`config.mk`:
```
export PLATFORM = sky130hd
export DESIGN_NAME = cv32e40p_obi_trans_limiter
export DESIGN_NICKNAME = d
export VERILOG_FILES = /design/src/rtl/cv32e40p_obi_trans_limiter.sv
export SDC_FILE = /design/constraint.sdc
export NUM_CORES = 1
export LEC_CHECK = 0
export CORE_MARGIN = 2
export CORE_UTILIZATION = 39
export DETAILED_ROUTE_END_ITERATION = 8
export GPL_ROUTABILITY_DRIVEN = 1
export PLACE_DENSITY = 0.8
export RECOVER_POWER = 25
export SKIP_CTS_REPAIR_TIMING = 1
export SYNTH_ARGS = -nofsm -noshare
export SYNTH_HDL_FRONTEND = slang
export SYNTH_SLANG_ARGS = --single-unit
```
`constraint.sdc`:
```
create_clock -name clk -period 5.4 [get_ports clk]
set_clock_uncertainty 0.1 [all_clocks]
set_input_delay 0.81 -clock clk [delete_from_list [all_inputs] [get_ports clk]]
set_output_delay 0.81 -clock clk [all_outputs]
set_load 0.005 [all_outputs]
```
`src/rtl/cv32e40p_obi_trans_limiter.sv`:
```
// OBI transaction limiter: caps in-flight transactions with a credit counter,
// tags requests and returns buffered, in-order responses with back-pressure.
module cv32e40p_obi_trans_limiter #(
  parameter int unsigned MAX_OUTSTANDING = 2,
  parameter int unsigned TAG_WIDTH       = 4,
  localparam int unsigned CW = $clog2(MAX_OUTSTANDING + 1),
  localparam int unsigned PW = (MAX_OUTSTANDING > 1) ? $clog2(MAX_OUTSTANDING) : 1
) (
  input  logic                 clk,
  input  logic                 rst,
  // Handshakes: a transfer happens on a cycle where valid and ready are both
  // high; valid never depends on ready, and payload is stable while valid & !ready.
  input  logic                 req_valid_i,
  output logic                 req_ready_o,
  input  logic [31:0]          req_addr_i,
  input  logic                 req_we_i,
  input  logic [3:0]           req_be_i,
  input  logic [31:0]          req_wdata_i,
  input  logic [TAG_WIDTH-1:0] req_tag_i,
  output logic                 trans_valid_o,
  input  logic                 trans_ready_i,
  output logic [31:0]          trans_addr_o,
  output logic                 trans_we_o,
  output logic [3:0]           trans_be_o,
  output logic [31:0]          trans_wdata_o,
  output logic [5:0]           trans_atop_o,
  input  logic                 resp_valid_i,
  input  logic [31:0]          resp_rdata_i,
  input  logic                 resp_err_i,
  output logic                 rsp_valid_o,
  input  logic                 rsp_ready_i,
  output logic [31:0]          rsp_rdata_o,
  output logic                 rsp_err_o,
  output logic                 rsp_we_o,
  output logic [TAG_WIDTH-1:0] rsp_tag_o,
  output logic [CW-1:0]        outstanding_o,
  output logic                 idle_o,
  output logic                 spurious_o
);

  localparam int unsigned TE = TAG_WIDTH + 1;
  localparam int unsigned RE = 34 + TAG_WIDTH;

  logic [CW-1:0] r_cnt;
  logic [CW-1:0] r_tag_cnt;
  logic [CW-1:0] r_rsp_cnt;
  logic [PW-1:0] r_tag_wr;
  logic [PW-1:0] r_tag_rd;
  logic [PW-1:0] r_rsp_wr;
  logic [PW-1:0] r_rsp_rd;
  logic [TE-1:0] r_tag_mem [MAX_OUTSTANDING];
  logic [RE-1:0] r_rsp_mem [MAX_OUTSTANDING];
  logic          r_spurious;

  logic          w_credit_ok;
  logic          w_accept;
  logic          w_tag_empty;
  logic          w_resp_push;
  logic          w_rsp_pop;
  logic [TE-1:0] w_tag_head;
  logic [RE-1:0] w_rsp_head;

  function automatic logic [PW-1:0] ptr_inc(input logic [PW-1:0] p);
    return (p == PW'(MAX_OUTSTANDING - 1)) ? '0 : p + PW'(1);
  endfunction

  // Ready is gated only by the registered count, never by this cycle's pop,
  // so it does not combinationally depend on rsp_ready_i.
  assign w_credit_ok = (r_cnt < CW'(MAX_OUTSTANDING));
  assign w_accept    = req_valid_i & trans_ready_i & w_credit_ok;
  assign w_tag_empty = (r_tag_cnt == '0);
  assign w_resp_push = resp_valid_i & !w_tag_empty;
  assign w_rsp_pop   = rsp_valid_o & rsp_ready_i;
  assign w_tag_head  = r_tag_mem[r_tag_rd];
  assign w_rsp_head  = r_rsp_mem[r_rsp_rd];

  assign trans_valid_o = req_valid_i & w_credit_ok;
  assign req_ready_o   = trans_ready_i & w_credit_ok;
  assign trans_addr_o  = req_addr_i;
  assign trans_we_o    = req_we_i;
  assign trans_be_o    = req_be_i;
  assign trans_wdata_o = req_wdata_i;
  assign trans_atop_o  = 6'd0;

  assign rsp_valid_o = (r_rsp_cnt != '0);
  assign {rsp_rdata_o, rsp_err_o, rsp_we_o, rsp_tag_o} = w_rsp_head;

  assign outstanding_o = r_cnt;
  assign idle_o        = (r_cnt == '0);
  assign spurious_o    = r_spurious;

  always_ff @(posedge clk) begin
    if (rst) begin
      r_cnt      <= '0;
      r_tag_cnt  <= '0;
      r_rsp_cnt  <= '0;
      r_tag_wr   <= '0;
      r_tag_rd   <= '0;
      r_rsp_wr   <= '0;
      r_rsp_rd   <= '0;
      r_spurious <= 1'b0;
    end else begin
      r_cnt     <= r_cnt + CW'(w_accept) - CW'(w_rsp_pop);
      r_tag_cnt <= r_tag_cnt + CW'(w_accept) - CW'(w_resp_push);
      r_rsp_cnt <= r_rsp_cnt + CW'(w_resp_push) - CW'(w_rsp_pop);
      if (w_accept)    r_tag_wr <= ptr_inc(r_tag_wr);
      if (w_resp_push) r_tag_rd <= ptr_inc(r_tag_rd);
      if (w_resp_push) r_rsp_wr <= ptr_inc(r_rsp_wr);
      if (w_rsp_pop)   r_rsp_rd <= ptr_inc(r_rsp_rd);
      if (resp_valid_i && w_tag_empty) r_spurious <= 1'b1;
    end
  end

  // Storage needs no reset: pointers and counts decide what is valid.
  always_ff @(posedge clk) begin
    if (!rst && w_accept)    r_tag_mem[r_tag_wr] <= {req_we_i, req_tag_i};
    if (!rst && w_resp_push) r_rsp_mem[r_rsp_wr] <= {resp_rdata_i, resp_err_i, w_tag_head};
  end

endmodule

```
==> impl_results.md, run 1 <==
* Run status: finished, final reports clean
* Reg-to-Reg Start: outstanding_o[1]
* Flop2flop setup slack at 3.49 ns
* Max-slew violation count at 0
* Number of standard-cell rows in the floorplan at 38
* Maximum ir drop on the vdd rail at 0.2176 mV
* Worst reg-to-reg path cell count at 2
* Power after layout at 2.057 mW
* Critical setup path kind: reg2out
* Die span in y at 108.5 um
* Root buffer cell: clkbuf_8
* Tot GR Track Use at 12.79%
* Die width at 108.5 um
* Count of endpoints failing hold in the final timing report at 0
* First-pass GRT wire length at 10900 um
* Share of synthesized area occupied by flip-flops and latches at 66.71%
* Final-stage net count at 412
* Mean instance size in the synthesized netlist at 15.67 um2
* CTS clock-pin slew for the worst setup and hold paths at 0.09 ns
* Clock tree from TritonCTS: built
* Slew Limit Headroom at 39.91%
* Area of all placed cells without fillers at 0.004980 mm2
* Worst endpoint required time at 4.49 ns
* Termination of the worst setup path: rsp_rdata_o[29]
* Antenna cell count at 0
* Number of cells produced by synthesis at 272
* Critical path data arrival time at 2.20 ns
* Clock Latency Late Sink at 0.36 ns
* Core region area at 0.01075 mm2
* Final cycle utilization of the critical path at 57.57%
* Unrepaired setup endpoints after global routing: false
* Yosys Warn Count at 0
* Area growth from synthesis to final layout at 16.85%
* Vias at 2081
* Num Clock Sinks at 99
* Number of library cell types mapped by synthesis at 24
* Final non-filler cell total at 442
* Total clock buffers created by CTS at 9
* Class of the most critical hold timing path: reg2reg
* GR Overflow Total at 0
* Cell type of the slowest stage on the worst timing path: dfxtp_2
* Max Clk Rate at 0.3217 GHz
* I/O pin total at 232
* Worst Tran Pin Value at 0.9014 ns
* Iteration-0 DRC count of the detailed router at 98
* Half-perimeter wire length of the detailed placement result at 5419 um
* Crit end category: output port
* Count of input and output buffers at 89
* First-pass detailed-route iteration total at 4
* Total cell area at the placement stage at 0.004765 mm2
* Crit-path cells: mux2_2 > clkdlybuf4s50_1
* Total of flip-flops plus latches after synthesis at 99
* Largest net degree at the start of global routing at 39
* Total routed wirelength at 7769 um
* Ratio of cells with drive above 1 in the final layout at 20.53%
* Leakage Power at 1.672 nW
* CTS HTree Levels at 3
* Starting density of the core at 39.66%
* Critical Path Max Stage Delay at 0.92 ns
* WL per Instance at 17.58 um
* Antenna violation net count after detailed routing at 0
* Min cycle time layout at 3.109 ns
* Worst hold slack after final layout at 0.4110 ns
* Max-cap violations at 0
* Critical path startpoint category: register
* Routed vias/inst at 4.708
* Setup Viol. Count Final at 0
* Fin Setup TNS at 0 ns
* Summed instance area of the synthesized netlist at 0.004262 mm2
* Final RePlAce weighted congestion at 0.6691
* Endpoint of the lowest-slack register-to-register path: r_tag_mem[1][4]
* Drc violations at 0
* Buffer levels on the longest clock path at 2
* Total power density per cell area at 413.1 mW/mm2
* Die Footprint at 0.01178 mm2
* Post-Place Cells at 426
* Number of global-route vias before repair at 2079
* Worst Path Max Fanout at 38
* Antenna violations before repair at 0
* Number of fill cells at 932
==> worst max-delay path: cells and delay by family (launching register included) <==
family	cells	cell delay [ns]
flip-flops	1	0.92
buffers and inverters	1	0.48
multiplexers	1	0.41
==> worst min-delay path by stage <==
stage,startpoint,to,slack [ns],cells after the start
finish,spurious_o,spurious_o,0.41,2
global route,spurious_o,spurious_o,0.44,2
detailed placement,spurious_o,spurious_o,0.39,2
global placement,spurious_o,spurious_o,0.37,2
CTS,spurious_o,spurious_o,0.42,2
floorplan,spurious_o,spurious_o,0.36,2
==> synthesized netlist by cell type <==
master / n / area, um2
xnor2_1: 6 / 52.55
nor2b_1: 5 / 31.28
mux2_1: 1 / 11.26
o21a_1: 2 / 15.01
mux2i_1: 1 / 10.01
buf_2: 3 / 15.01
o21ai_2: 1 / 8.760
a21oi_1: 4 / 20.02
mux2_2: 43 / 484.2
nand3b_1: 1 / 7.510
nand3_1: 2 / 10.01
nor3b_1: 4 / 30.03
dfxtp_1: 13 / 260.3
ha_1: 3 / 37.54
edfxtp_1: 86 / 2582
xor2_1: 3 / 26.28
nor2_1: 10 / 37.54
nor3_1: 2 / 10.01
buf_6: 1 / 11.26
clkbuf_1: 1 / 3.750
and2b_2: 1 / 8.760
or2_2: 1 / 6.260
conb_1: 1 / 3.750
buf_4: 77 / 578.1
==> report_power, final <==
| part | switching (mW) | total [mW] | internal [mW] |
|---|---|---|---|
| clock network | 0.240 | 0.502 | 0.262 |
| registers | 0.0828 | 1.01 | 0.931 |
| logic | 0.187 | 0.542 | 0.355 |
| total | 0.509 | 2.06 | 1.55 |
==> layout by cell type (no fill, tap or decap), types with 2 or more instances in the layout <==
master / n
mux2_2: 39
xnor2_1: 6
clkdlybuf4s50_1: 55
xor2_1: 3
clkbuf_8: 9
edfxtp_1: 86
a21oi_1: 4
clkinv_2: 2
nor2b_1: 5
conb_1: 6
dfxtp_1: 12
mux2_1: 5
buf_4: 2
ha_1: 3
bufinv_16: 2
nor3b_1: 3
o21a_1: 2
nor2_1: 10
dlygate4sd3_1: 34
nand3_1: 2
==> metrics by stage <==
| step | util, % | setup slack (ns) |
|---|---|---|
| after global routing | 46.34 | 2.158 |
| after CTS | 46.34 | 2.227 |
| after floorplan | - | 0.7975 |
| after detailed placement | 44.34 | 2.496 |
| final | 46.34 | 2.291 |
| after global placement | 44.34 | 2.543 |
==> per-layer routing <==
metal  routed length [um]  global-route usage [%]  vias to the layer above
met5                    0                       0                        -
met4                  306                   6.685                        0
met3                 1134                   8.800                       41
met2                 3600                   20.22                      133
met1                 2728                   12.59                      971
li1                     -                       -                      936
==> kinds of logic after synthesis <==
kind of cell    synth area share (%)
mux                            11.86
buf+inv                        14.27
xor+xnor                       1.850
simple gates                   3.318
compound gates                 1.028
fa+ha+maj                     0.8809
other cells                  0.08800
flops                          66.71
==> layout make-up <==
type | count | area [um2] | share of cell area, %
flip-flops and latches | 99 | 2844 | 57.11
multi-input cells | 96 | 839.6 | 16.86
repair buffers | 91 | 905.9 | 18.19
well taps | 140 | 175.2 | 3.518
clock buffers | 10 | 127.6 | 2.563
clock inverters | 6 | 87.58 | 1.759
==> flip-flops by register name, summed over array words and instances, names as in the netlist, named ones only <==
signal and flops:
r_rsp_cnt 2, r_rsp_wr 1, outstanding_o 2, r_tag_mem 10, spurious_o 1, r_tag_rd 1
r_tag_wr 1, r_rsp_mem 76, r_rsp_rd 1, r_tag_cnt 2
No activity file was read; power rests on OpenSTA's default activity.
==> run 2: changes to the inputs <==
Clock period 5.4 ns to 3.2 ns, I/O delays scaled along.
==> impl_results.md, run 2 (synthesized netlist as in run 1, its figures left out) <==
* Run status: finished, final reports clean
* Crit end category: output port
* Largest registers ranked by flip-flop count: r_rsp_mem: 76 flops, r_tag_mem: 10 flops
* Final-stage net count at 414 (+0.49%)
* Slew Limit Headroom at 50.50% (+11 points)
* Ratio of cells with drive above 1 in the final layout at 22.70% (+2.2 points)
* Count of endpoints failing hold in the final timing report at 0 (unchanged)
* Leading cell type in the layout, fill and taps excluded: edfxtp_1
* First-pass detailed-route iteration total at 4 (unchanged)
* Die width at 108.5 um (unchanged)
* Num Clock Sinks at 99 (unchanged)
* Final cycle utilization of the critical path at 80.09%
* Worst endpoint required time at 2.62 ns (-1.87 ns)
* WL per Instance at 19.18 um (+9.1%)
* Largest net degree at the start of global routing at 39 (unchanged)
* Critical setup path kind: reg2out
* Hold wc startpoint: spurious_o
* Total power density per cell area at 691.3 mW/mm2 (+67%)
* Setup slack at placement at 0.6976 ns (-1.798 ns)
* Count of input and output buffers at 89 (unchanged)
* Worst Tran Pin Value at 0.7409 ns (-0.1605 ns)
* Worst Path Max Fanout at 38 (unchanged)
* Power after layout at 3.455 mW (+68%)
* Clock Latency Late Sink at 0.36 ns (about the same)
* Critical Path Max Stage Delay at 0.47 ns (-0.45 ns)
* Leakage Power at 1.684 nW (+0.72%)
* Vias at 2074 (-0.34%)
* Flop2flop setup slack at 1.28 ns (-2.21 ns)
* Endpoint of the lowest-slack register-to-register path: r_tag_mem[1][4]
* Iteration-0 DRC count of the detailed router at 84 (-14%)
* Setup slack of the critical path after layout at 0.6373 ns (-1.654 ns)
* Max-slew violation count at 0 (unchanged)
* Total routed wirelength at 8517 um (+9.6%)
* Total clock buffers created by CTS at 9 (unchanged)
* Antenna violation net count after detailed routing at 0 (unchanged)
* Routed vias/inst at 4.671 (-0.79%)
* Number of fill cells at 955 (+2.5%)
* Clock tree from TritonCTS: built
* Largest register FFs at 76 (unchanged)
* Final non-filler cell total at 444 (+0.45%)
* Buffer levels on the longest clock path at 2 (unchanged)
* Half-perimeter wire length of the detailed placement result at 6327 um (+17%)
* Post-Place Cells at 428 (+0.47%)
* Number of standard-cell rows in the floorplan at 38 (unchanged)
* CTS clock-pin slew for the worst setup and hold paths at 0.09 ns (about the same)
* Starting density of the core at 39.66% (unchanged)
* Max-cap violations at 0 (unchanged)
* Worst reg-to-reg path cell count at 2 (unchanged)
* GR Overflow Total at 0 (unchanged)
* Unrepaired setup endpoints after global routing: false
* Tot GR Track Use at 14.22% (+1.4 points)
* CTS HTree Levels at 3 (unchanged)
* Setup Viol. Count Final at 0 (unchanged)
* Critical path startpoint category: register
* Class of the most critical hold timing path: reg2reg
* Core region area at 0.01075 mm2 (unchanged)
* Cell type of the slowest stage on the worst timing path: clkdlybuf4s50_1
* Cell count of the worst hold path at 2 (unchanged)
* Antenna violations before repair at 0 (unchanged)
* Terminating pin of the worst hold path: spurious_o
* I/O pin total at 232 (unchanged)
* Drc violations at 0 (unchanged)
* Final RePlAce weighted congestion at 0.6838 (+2.2%)
* Crit-path cells: buf_4 > mux2_2 > clkdlybuf4s50_1
* Fin Setup TNS at 0 ns (unchanged)
* Number of global-route vias before repair at 2080 (+0.048%)
* Reg-to-Reg Start: outstanding_o[1]
* First-pass GRT wire length at 11880 um (+9.0%)
* Root buffer cell: clkbuf_8
* Biggest register: r_rsp_mem
* Min cycle time layout at 2.563 ns
* Antenna cell count at 0 (unchanged)
* Maximum ir drop on the vdd rail at 0.3017 mV (+39%)
* Die Footprint at 0.01178 mm2 (unchanged)
* Die span in y at 108.5 um (unchanged)
* Max Clk Rate at 0.3902 GHz
* Area growth from synthesis to final layout at 17.26%
* Worst hold slack after final layout at 0.3958 ns (-0.01527 ns)
* Commonest cells after routing, fill and taps aside: edfxtp_1, clkdlybuf4s50_1, mux2_2
* Critical path data arrival time at 1.98 ns (-0.22 ns)
-- run 2: cell count changes in the layout (fill, tap and decap cells not counted), sizes merged --
cell           delta
buf               +2
clkdlybuf4s50     -4
dlygate4sd3       +4
bufinv            -1
inv               +2
clkbuf            -1
-- run 2: power by group --
| part | switching [mW] | internal, mW | leakage (nW) | total, mW |
|---|---|---|---|---|
| Sequential | 0.0777 | 1.57 | 0.885 | 1.65 |
| Clock | 0.435 | 0.374 | 0.106 | 0.809 |
| Combinational | 0.386 | 0.612 | 0.692 | 0.998 |
-- run 2: final cells by class --
cell class	instances	area (um2)	share of cell area, %
clock buffers	9	123.9	2.479
well taps	140	175.2	3.505
multi-input cells	96	852.1	17.05
flip-flops and latches	99	2844	56.91
clock inverters	7	81.33	1.627
repair buffers	93	920.9	18.43
-- run 2: how the worst max path moves through the flow --
stage	endpoint	slack (ns)	cells after the start
2_1_floorplan	r_rsp_mem[1][0]	0.26	3
3_3_place_gp	r_tag_mem[1][1]	0.81	3
3_5_place_dp	r_tag_mem[1][4]	0.70	3
4_1_cts	rsp_rdata_o[10]	0.60	3
5_1_grt	rsp_rdata_o[26]	0.55	3
6_report	rsp_rdata_o[26]	0.64	3
-- run 2: critical path, delay by kind of cell (launching register included) --
family / cells / cell delay (ns)
muxes: 1 / 0.39
DFF: 1 / 0.32
buffers and inverters: 2 / 0.88
-- run 2: per-layer routing --
layer  GRT usage, %  part of all wire (%)  up-vias
met4          7.326                   3.3        0
met3          9.464                    15       35
met5              0                     0        -
met2          24.60                    50      119
met1          12.39                    32      979
li1               -                     -      941
-- run 2: stage by stage --
step           cell area, um2  utilization (%)
2_1_floorplan            4290                -
3_3_place_gp             4792            44.60
3_5_place_dp             4792            44.60
4_1_cts                  4997            46.51
5_1_grt                  4997            46.51
6_report                 4997            46.51
